`src/rtl/riscv_mc_pkg.sv`:
```
// Shared definitions for the multi-cycle RV32I controller: FSM states,
// opcodes, ALU operation codes and datapath select encodings.
package riscv_mc_pkg;

    typedef enum logic [3:0] {
        ST_FETCH    = 4'd0,
        ST_DECODE   = 4'd1,
        ST_MEMADR   = 4'd2,
        ST_MEMREAD  = 4'd3,
        ST_MEMWB    = 4'd4,
        ST_MEMWRITE = 4'd5,
        ST_EXECR    = 4'd6,
        ST_EXECI    = 4'd7,
        ST_ALUWB    = 4'd8,
        ST_BRANCH   = 4'd9
    } state_t;

    // Operation class handed to the ALU decoder.
    typedef enum logic [1:0] {
        ALUOP_ADD   = 2'b00,
        ALUOP_SUB   = 2'b01,
        ALUOP_FUNCT = 2'b10
    } aluop_t;

    localparam logic [6:0] OP_LOAD   = 7'b0000011;
    localparam logic [6:0] OP_STORE  = 7'b0100011;
    localparam logic [6:0] OP_RTYPE  = 7'b0110011;
    localparam logic [6:0] OP_ITYPE  = 7'b0010011;
    localparam logic [6:0] OP_BRANCH = 7'b1100011;

    localparam logic [2:0] F3_BEQ = 3'b000;
    localparam logic [2:0] F3_BNE = 3'b001;
    localparam logic [2:0] F3_BLT = 3'b100;

    localparam logic [2:0] ALU_ADD = 3'b000;
    localparam logic [2:0] ALU_SUB = 3'b010;
    localparam logic [2:0] ALU_SLL = 3'b001;
    localparam logic [2:0] ALU_XOR = 3'b100;
    localparam logic [2:0] ALU_SRL = 3'b101;
    localparam logic [2:0] ALU_OR  = 3'b110;
    localparam logic [2:0] ALU_AND = 3'b111;

    localparam logic [1:0] RES_ALUOUT    = 2'b00;
    localparam logic [1:0] RES_DATA      = 2'b01;
    localparam logic [1:0] RES_ALURESULT = 2'b10;

    localparam logic [1:0] SRCA_PC    = 2'b00;
    localparam logic [1:0] SRCA_OLDPC = 2'b01;
    localparam logic [1:0] SRCA_RS1   = 2'b10;

    localparam logic [1:0] SRCB_RS2  = 2'b00;
    localparam logic [1:0] SRCB_IMM  = 2'b01;
    localparam logic [1:0] SRCB_FOUR = 2'b10;

    localparam logic [1:0] IMM_I = 2'b00;
    localparam logic [1:0] IMM_S = 2'b01;
    localparam logic [1:0] IMM_B = 2'b10;

    // Unknown branch funct3 values fall back to beq behaviour.
    function automatic logic branch_taken(input logic [2:0] funct3,
                                          input logic zflag,
                                          input logic sflag);
        case (funct3)
            F3_BEQ:  return zflag;
            F3_BNE:  return ~zflag;
            F3_BLT:  return sflag;
            default: return zflag;
        endcase
    endfunction

endpackage

```
`src/rtl/multicycle_controller_alu_decoder.sv`:
```
// Maps the operation class plus instruction fields onto the ALU control code;
// shared by the address/increment adds, the branch compare and execute states.
module alu_decoder
    import riscv_mc_pkg::*;
(
    input  logic       op5,
    input  logic [2:0] funct3,
    input  logic       funct7b5,
    input  aluop_t     aluop,
    output logic [2:0] alu_control
);

    always_comb begin
        alu_control = ALU_ADD;
        case (aluop)
            ALUOP_SUB: alu_control = ALU_SUB;
            ALUOP_FUNCT: begin
                case (funct3)
                    // Only R-type (op5 set) can request sub; addi ignores bit 30.
                    3'b000:  alu_control = (op5 && funct7b5) ? ALU_SUB : ALU_ADD;
                    3'b001:  alu_control = ALU_SLL;
                    3'b100:  alu_control = ALU_XOR;
                    3'b101:  alu_control = ALU_SRL;
                    3'b110:  alu_control = ALU_OR;
                    3'b111:  alu_control = ALU_AND;
                    default: alu_control = ALU_ADD;
                endcase
            end
            default: alu_control = ALU_ADD;
        endcase
    end

endmodule

```
`src/rtl/multicycle_controller.sv`:
```
// Multi-cycle RV32I sequencer: steps each instruction through fetch, decode,
// execute, memory and writeback, driving every datapath select and strobe.
module multicycle_controller
    import riscv_mc_pkg::*;
(
    input  logic        clk,
    input  logic        rst,
    input  logic [31:0] instr,
    input  logic        ZFlag,
    input  logic        SFlag,
    input  logic        mem_ready,
    output logic        PCWrite,
    output logic        AdrSrc,
    output logic        IRWrite,
    output logic        MemWrite,
    output logic        RegWrite,
    output logic [1:0]  ResultSrc,
    output logic [1:0]  ALUSrcA,
    output logic [1:0]  ALUSrcB,
    output logic [1:0]  ImmSrc,
    output logic [2:0]  ALUControl,
    output logic        instr_done
);

    state_t     state;
    state_t     next_state;
    aluop_t     aluop;
    logic [2:0] alu_ctrl;
    logic [6:0] opcode;
    logic [2:0] funct3;
    logic       is_mem;
    logic       is_store;
    logic       is_rtype;
    logic       is_itype;
    logic       is_branch;
    logic       unused_instr_bits;

    assign opcode    = instr[6:0];
    assign funct3    = instr[14:12];
    assign is_store  = (opcode == OP_STORE);
    assign is_mem    = (opcode == OP_LOAD) || is_store;
    assign is_rtype  = (opcode == OP_RTYPE);
    assign is_itype  = (opcode == OP_ITYPE);
    assign is_branch = (opcode == OP_BRANCH);

    assign unused_instr_bits = ^{instr[31], instr[29:15], instr[11:7]};

    always_ff @(posedge clk) begin
        if (rst) begin
            state <= ST_FETCH;
        end else begin
            state <= next_state;
        end
    end

    always_comb begin
        next_state = state;
        case (state)
            ST_FETCH:    next_state = mem_ready ? ST_DECODE : ST_FETCH;
            ST_DECODE: begin
                if (is_mem)         next_state = ST_MEMADR;
                else if (is_rtype)  next_state = ST_EXECR;
                else if (is_itype)  next_state = ST_EXECI;
                else if (is_branch) next_state = ST_BRANCH;
                else                next_state = ST_FETCH;
            end
            ST_MEMADR:   next_state = is_store ? ST_MEMWRITE : ST_MEMREAD;
            ST_MEMREAD:  next_state = mem_ready ? ST_MEMWB : ST_MEMREAD;
            ST_MEMWB:    next_state = ST_FETCH;
            ST_MEMWRITE: next_state = mem_ready ? ST_FETCH : ST_MEMWRITE;
            ST_EXECR:    next_state = ST_ALUWB;
            ST_EXECI:    next_state = ST_ALUWB;
            ST_ALUWB:    next_state = ST_FETCH;
            ST_BRANCH:   next_state = ST_FETCH;
            default:     next_state = ST_FETCH;
        endcase
    end

    always_comb begin
        aluop = ALUOP_ADD;
        case (state)
            ST_EXECR, ST_EXECI: aluop = ALUOP_FUNCT;
            ST_BRANCH:          aluop = ALUOP_SUB;
            default:            aluop = ALUOP_ADD;
        endcase
    end

    alu_decoder u_alu_decoder (
        .op5         (opcode[5]),
        .funct3      (funct3),
        .funct7b5    (instr[30]),
        .aluop       (aluop),
        .alu_control (alu_ctrl)
    );

    // Strobes depend on mem_ready/flags in the same cycle, so outputs stay
    // combinational; rst gates everything so no access escapes an abort.
    always_comb begin
        PCWrite    = 1'b0;
        AdrSrc     = 1'b0;
        IRWrite    = 1'b0;
        MemWrite   = 1'b0;
        RegWrite   = 1'b0;
        ResultSrc  = RES_ALUOUT;
        ALUSrcA    = SRCA_PC;
        ALUSrcB    = SRCB_RS2;
        ImmSrc     = IMM_I;
        ALUControl = ALU_ADD;
        instr_done = 1'b0;
        if (!rst) begin
            case (state)
                ST_FETCH: begin
                    ALUSrcA    = SRCA_PC;
                    ALUSrcB    = SRCB_FOUR;
                    ResultSrc  = RES_ALURESULT;
                    ALUControl = alu_ctrl;
                    IRWrite    = mem_ready;
                    PCWrite    = mem_ready;
                end
                ST_DECODE: begin
                    ALUSrcA    = SRCA_OLDPC;
                    ALUSrcB    = SRCB_IMM;
                    ImmSrc     = IMM_B;
                    ALUControl = alu_ctrl;
                    instr_done = !(is_mem || is_rtype || is_itype || is_branch);
                end
                ST_MEMADR: begin
                    ALUSrcA    = SRCA_RS1;
                    ALUSrcB    = SRCB_IMM;
                    ImmSrc     = is_store ? IMM_S : IMM_I;
                    ALUControl = alu_ctrl;
                end
                ST_MEMREAD: begin
                    AdrSrc    = 1'b1;
                    ResultSrc = RES_ALUOUT;
                end
                ST_MEMWB: begin
                    ResultSrc  = RES_DATA;
                    RegWrite   = 1'b1;
                    instr_done = 1'b1;
                end
                ST_MEMWRITE: begin
                    AdrSrc     = 1'b1;
                    ResultSrc  = RES_ALUOUT;
                    MemWrite   = 1'b1;
                    instr_done = mem_ready;
                end
                ST_EXECR: begin
                    ALUSrcA    = SRCA_RS1;
                    ALUSrcB    = SRCB_RS2;
                    ALUControl = alu_ctrl;
                end
                ST_EXECI: begin
                    ALUSrcA    = SRCA_RS1;
                    ALUSrcB    = SRCB_IMM;
                    ImmSrc     = IMM_I;
                    ALUControl = alu_ctrl;
                end
                ST_ALUWB: begin
                    ResultSrc  = RES_ALUOUT;
                    RegWrite   = 1'b1;
                    instr_done = 1'b1;
                end
                ST_BRANCH: begin
                    ALUSrcA    = SRCA_RS1;
                    ALUSrcB    = SRCB_RS2;
                    ResultSrc  = RES_ALUOUT;
                    ALUControl = alu_ctrl;
                    PCWrite    = branch_taken(funct3, ZFlag, SFlag);
                    instr_done = 1'b1;
                end
                default: ;
            endcase
        end
    end

endmodule

```
`config.mk`:
```
export PLATFORM = sky130hd
export DESIGN_NAME = multicycle_controller
export DESIGN_NICKNAME = d
export VERILOG_FILES = /design/src/rtl/riscv_mc_pkg.sv /design/src/rtl/multicycle_controller_alu_decoder.sv /design/src/rtl/multicycle_controller.sv
export SDC_FILE = /design/constraint.sdc
export NUM_CORES = 1
export LEC_CHECK = 0
export CAP_MARGIN = 20
export CORE_MARGIN = 10
export CORE_UTILIZATION = 35
export CTS_CLUSTER_SIZE = 25
export DETAILED_ROUTE_END_ITERATION = 8
export GPL_TIMING_DRIVEN = 0
export PLACE_DENSITY = 0.95
export SLEW_MARGIN = 20
export SYNTH_ARGS = -nofsm -noshare
export SYNTH_HDL_FRONTEND = slang
export SYNTH_HIERARCHICAL = 1
export SYNTH_SLANG_ARGS = --single-unit
```
`constraint.sdc`:
```
create_clock -name clk -period 7.4 [get_ports clk]
set_input_delay 1.85 -clock clk [delete_from_list [all_inputs] [get_ports clk]]
set_output_delay 1.85 -clock clk [all_outputs]
set_load 0.01 [all_outputs]
```
==> flow_summary.yaml, run 1 <==
setup_path:
  start_kind: "input port"
  r2r_cells: 4
  cpMostUsedCell: "clkdlybuf4s50_1"
  critPathMaxStageDelay_ns: 0.55
  worst_setup_path_end_kind: "output port"
  path_buf_inv: 2
  critical_path.max_fanout: 3
  arrival_ns: 3.80
  critical_path_class: "input port to output port"
  r2r_slack_ns: 5.97
  cpMaxStageDelayCell: "clkdlybuf4s50_1"
  cpLargestDelayFamily: "buffers and inverters"
  cp.depth: 6
  cp.required_ns: 5.55
  cp_cell_sequence: "clkdlybuf4s50_1 > and2b_1 > nand2_2 > or4_1 > nor2_1 > clkdlybuf4s50_1"
synthesis:
  syn_avg_cell_area_um2: 6.70
  synth_commonest_cells: "inv_1 (8), a21oi_1 (7), nand2b_1 (7)"
  yosys_warnings: 6
  synth_nets: 141
  synth_edf_count: 0
  syn_inst: 102
  ys_async_sr_fraction: 0
  yosysMostFrequentCell: "inv_1"
  ys_ff_latch: 4
  synth.distinct_cells: 39
  yosysSeqAreaShare: 0.117
  synth_top_area_frac: 0.117
  ys.flop_type: "dfxtp_1"
  netlist.top_cell.by_area: "dfxtp_1"
  synth_area_leaders: "dfxtp_1 (12%), nand2b_1 (6.4%), a21oi_1 (5.1%)"
  syn_area_um2: 683
floorplanning:
  core_area_um2: 1780
  die-area_um2: 4120
  die_y_um: 64.2
  die_w_um: 64.2
  start_util: 0.383
  placementRows: 15
  io_pins: 54
clocking:
  postCtsSetupBuffers: 0
  clk_latency_ns: 0.24
  htreeDepth: 1
  clkTransAtPathRegs_ns: 0.04
  cts_buffers: 3
  clock-sinks: 4
  root_buffer: "clkbuf_4"
  cts_buffer_depth: 2
  cts_tree: "built"
  cts_resized: 0
  hold_buffers: 0
sta:
  skew_ns: 0.00729
  slew_viol_final: 0
  period_needed_ns: 5.65
  maxSlewHeadroom: 0.682
  rsz0062_at_grt: "false"
  max_freq_mhz: 177
  tightest_slew_ns: 0.473
  fin_crit_sh: 0.763
  final_hold_viol_count: 0
  finalSetupTns_ns: 0
  setup_viol: 0
  hold_ws_ns: 0.658
drt:
  wirelength_um: 2390
  drtIter0Drc: 17
  drt_pass1_iterations: 4
  via_per_inst: 5.48
  drc: 0
  drtAntennaViolNets: 0
  wl_per_cell_um: 14.7
  vias: 888
cells_and_area:
  layout-drive-gt1-share: 0.102
  ff_latch_area_um2: 80.1
  diodes: 0
  regMostFlops: "state"
  largest_register_ffs: 4
  n_fill_cell: 167
  final_cell_count_no_fill: 162
  syn_to_final_growth_pct: 54.8
  layout.nets: 178
  multi_input_area_um2: 546
  reg_top3: "state x4"
worst_hold_path:
  hold_depth: 3
  hold_class: "flip-flop to flip-flop"
grt:
  overflow: 0
  grt_pass1_wl_um: 4160
  track_usage: 0.117
  antenna_found_initial: 0
  grt_pass1_vias: 930
  grt_max_degree: 11
pwr:
  leakagePower_nw: 0.370
  p_per_area_nw_per_um2: 75.5
  irDropWorstVdd_v: 0.0000926
status:
  run_status: "completed"
placement:
  gp_congestion: 0.889
  place_hpwl_um: 1950
  numPortBuffers: 32
  place_inst: 159
run:
  cap_viol_max_count: 0
==> worst paths after layout <==
| check | start | endpoint |
|---|---|---|
| max | instr[5] | ImmSrc[0] |
| min | state[0] | state[3] |
| max reg2reg | state[2] | state[2] |
| min reg2reg | state[0] | state[3] |
==> cells by family (layout without fill, tap and decap cells) <==
family,count (synthesis),in the layout,share of synthesized area
buffers and inverters,14,49,0.0842
AOI/OAI and AO/OA,23,23,0.216
adders and majority gates,2,2,0.0366
and+or+nand+nor,58,58,0.533
DFF,4,4,0.117
xor gates and xnor gates,1,1,0.0128
==> per-stage QoR <==
stage | power (mW) | instance area [µm²] | setup WS [ns] | utilization
final | 0.0798 | 1060 | 1.75 | 0.593
after global routing | 0.0843 | 1060 | 1.65 | 0.593
after floorplan | 0.0346 | 683 | 2.73 | -
after detailed placement | 0.0517 | 1030 | 1.78 | 0.580
after global placement | 0.0506 | 1030 | 1.81 | 0.580
after CTS | 0.0806 | 1060 | 1.77 | 0.593
==> metal layers <==
layer	routed length, µm	up-vias	GRT usage
met5	0	-	0
met4	20	0	0.0267
met3	226	4	0.0488
met2	1110	40	0.204
met1	1030	409	0.130
li1	-	435	-
==> worst register-to-register path: cells and delay by family, from the launching register on <==
family,cells,cell delay [ns]
AOI/OAI and AO/OA,1,0.15
DFF,1,0.37
and+or+nand+nor,3,0.83
==> layout make-up <==
cell class | instances | area share
Tap cell | 25 | 0.0296
Clock buffer | 3 | 0.0213
Timing Repair Buffer | 32 | 0.303
Buffer | 6 | 0.0260
Multi-Input combinational cell | 84 | 0.516
Sequential cell | 4 | 0.0757
Inverter | 8 | 0.0284
==> power by group <==
part	total [mW]	internal [mW]	switching (mW)	leakage, nW
logic	0.0290	0.0159	0.0131	0.323
clock network	0.0282	0.0182	0.0100	0.0138
registers	0.0225	0.0221	0.000492	0.0325
total	0.0798	0.0562	0.0236	0.370
==> layout by cell type (no fill, tap or decap), drive strengths merged, types with 2 or more instances in the layout <==
cell type	synthesis	layout
clkdlybuf4s50	0	32
inv	8	8
a21oi	8	8
nand2b	7	7
nor2	7	7
nor3	7	7
nand2	7	7
clkbuf	4	7
and2	5	5
o21ai	5	5
nand3b	4	4
dfxtp	4	4
nor4	3	3
nor3b	3	3
nor2b	3	3
a31oi	3	3
o21bai	2	2
or2	2	2
nand4b	2	2
ha	2	2
buf	2	2
or4	2	2
Power figures use the tool's default switching activity.
==> run 2, diff against run 1 <==
CORE_UTILIZATION = 33   (was 35)
PLACE_DENSITY = 0.91   (was 0.95)
clock period = 5.9 ns   (was 7.4 ns; I/O delays follow)
==> run 2 against run 1 <==
Compared with the run above: die area up 4.2%; flip-flop and latch count unchanged; first-iteration DRC count rose to 2.9 times the previous value; non-clock buffer count did not move; register-to-register slack lost 1.5 ns; sequential share of layout area about the same; utilization down 5.3 points; combinational power up 26%; clock skew fell by 0.0054 ns.
==> flow_summary.yaml, run 2 (synthesis gave the netlist of run 1 again) <==
placement:
  numPortBuffers: 32
  gp_congestion: 0.859
  place_hpwl_um: 2010
pwr:
  irDropWorstVdd_v: 0.0000430
  fin_total_pwr_mw: 0.0992
  p_per_area_nw_per_um2: 93.6
  leakagePower_nw: 0.370
setup_path:
  r2r_slack_ns: 4.45
  worst_setup_path_end_kind: "output port"
  arrival_ns: 3.39
  critical_path_class: "input port to output port"
  cp.required_ns: 4.43
  reg2reg_from: "state[2]"
  critical_path.max_fanout: 4
  start_kind: "input port"
  startpoint: "instr[1]"
clocking:
  clk_latency_ns: 0.24
  htreeDepth: 1
  clock-sinks: 4
  postCtsSetupBuffers: 0
  root_buffer: "clkbuf_4"
  cts_buffer_depth: 2
  cts_resized: 0
  cts_tree: "built"
  clkTransAtPathRegs_ns: 0.04
  cts_buffers: 3
  hold_buffers: 0
sta:
  max_freq_mhz: 206
  tightest_slew_ns: 0.498
  final_hold_viol_count: 0
  skew_ns: 0.00190
  finalSetupTns_ns: 0
  maxSlewHeadroom: 0.665
  slew_viol_final: 0
  period_needed_ns: 4.86
  fin_crit_sh: 0.824
  rsz0062_at_grt: "false"
  setup_viol: 0
run:
  cap_viol_max_count: 0
cells_and_area:
  n_fill_cell: 206
  layout.nets: 178
  largest_register_ffs: 4
  layout-drive-gt1-share: 0.102
  ff_latch_area_um2: 80.1
  final_cell_mix: "clkdlybuf4s50_1 (32), inv_1 (8), nand2b_1 (7), a21oi_1 (7)"
  mostFrequentLayoutCell: "clkdlybuf4s50_1"
  reg_top3: "state x4"
  multi_input_area_um2: 546
  regMostFlops: "state"
  syn_to_final_growth_pct: 55.1
  diodes: 0
drt:
  via_per_inst: 5.49
  wirelength_um: 2450
  drtAntennaViolNets: 0
  drt_pass1_iterations: 4
  drc: 0
  drtIter0Drc: 49
  vias: 900
  wl_per_cell_um: 14.9
status:
  run_status: "completed"
floorplanning:
  die_y_um: 65.5
  io_pins: 54
  start_util: 0.348
  placementRows: 16
  die_w_um: 65.5
  die-area_um2: 4290
  core_area_um2: 1960
worst_hold_path:
  hold_class: "flip-flop to flip-flop"
  hp-start: "state[0]"
grt:
  grt_pass1_wl_um: 4040
  antenna_found_initial: 0
  track_usage: 0.116
  grt_pass1_vias: 922
  grt_max_degree: 11
  overflow: 0
-- run 2: power by group --
group	total (mW)	leakage [nW]	switching [mW]	internal, mW
Clock	0.0345	0.0138	0.0117	0.0228
Combinational	0.0365	0.323	0.0165	0.0200
Sequential	0.0282	0.0325	0.000548	0.0277
-- run 2: path summary, 6_finish.rpt --
path	endpoint	cells after the start
setup reg to reg	state[2]	5
hold reg to reg	state[3]	3
hold / removal	state[3]	3
setup / recovery	ImmSrc[0]	6
-- run 2: routing by layer --
metal / wire (µm) / global-route usage / vias up
met3: 218 / 0.0339 / 14
met4: 124 / 0.0963 / 0
met5: 0 / 0 / -
met2: 1250 / 0.200 / 46
met1: 857 / 0.112 / 407
li1: - / - / 433
-- run 2: per-stage QoR --
stage                     instances  hold slack (ns)  instance area [µm²]   util  worst slack (ns)
after floorplan                 102            0.581                  683      -              1.98
after global placement          161            0.632                 1040  0.529              1.07
after detailed placement        161            0.648                 1040  0.529              1.01
after CTS                       164            0.654                 1060  0.540              1.01
after global routing            164            0.686                 1060  0.540             0.925
final                           164            0.660                 1060  0.540              1.04
-- run 2: critical path: stages --
cell and delay, ns:
clkdlybuf4s50_1 0.47, and4bb_2 0.28, nand2_2 0.08, or4_1 0.44, nor2_1 0.11, clkdlybuf4s50_1 0.54
-- run 2: area by class of cell --
cell class | count | area share
Inverter | 8 | 0.0283
Buffer | 6 | 0.0260
Multi-Input combinational cell | 84 | 0.515
Timing Repair Buffer | 32 | 0.302
Tap cell | 27 | 0.0319
Clock buffer | 3 | 0.0213
Sequential cell | 4 | 0.0756
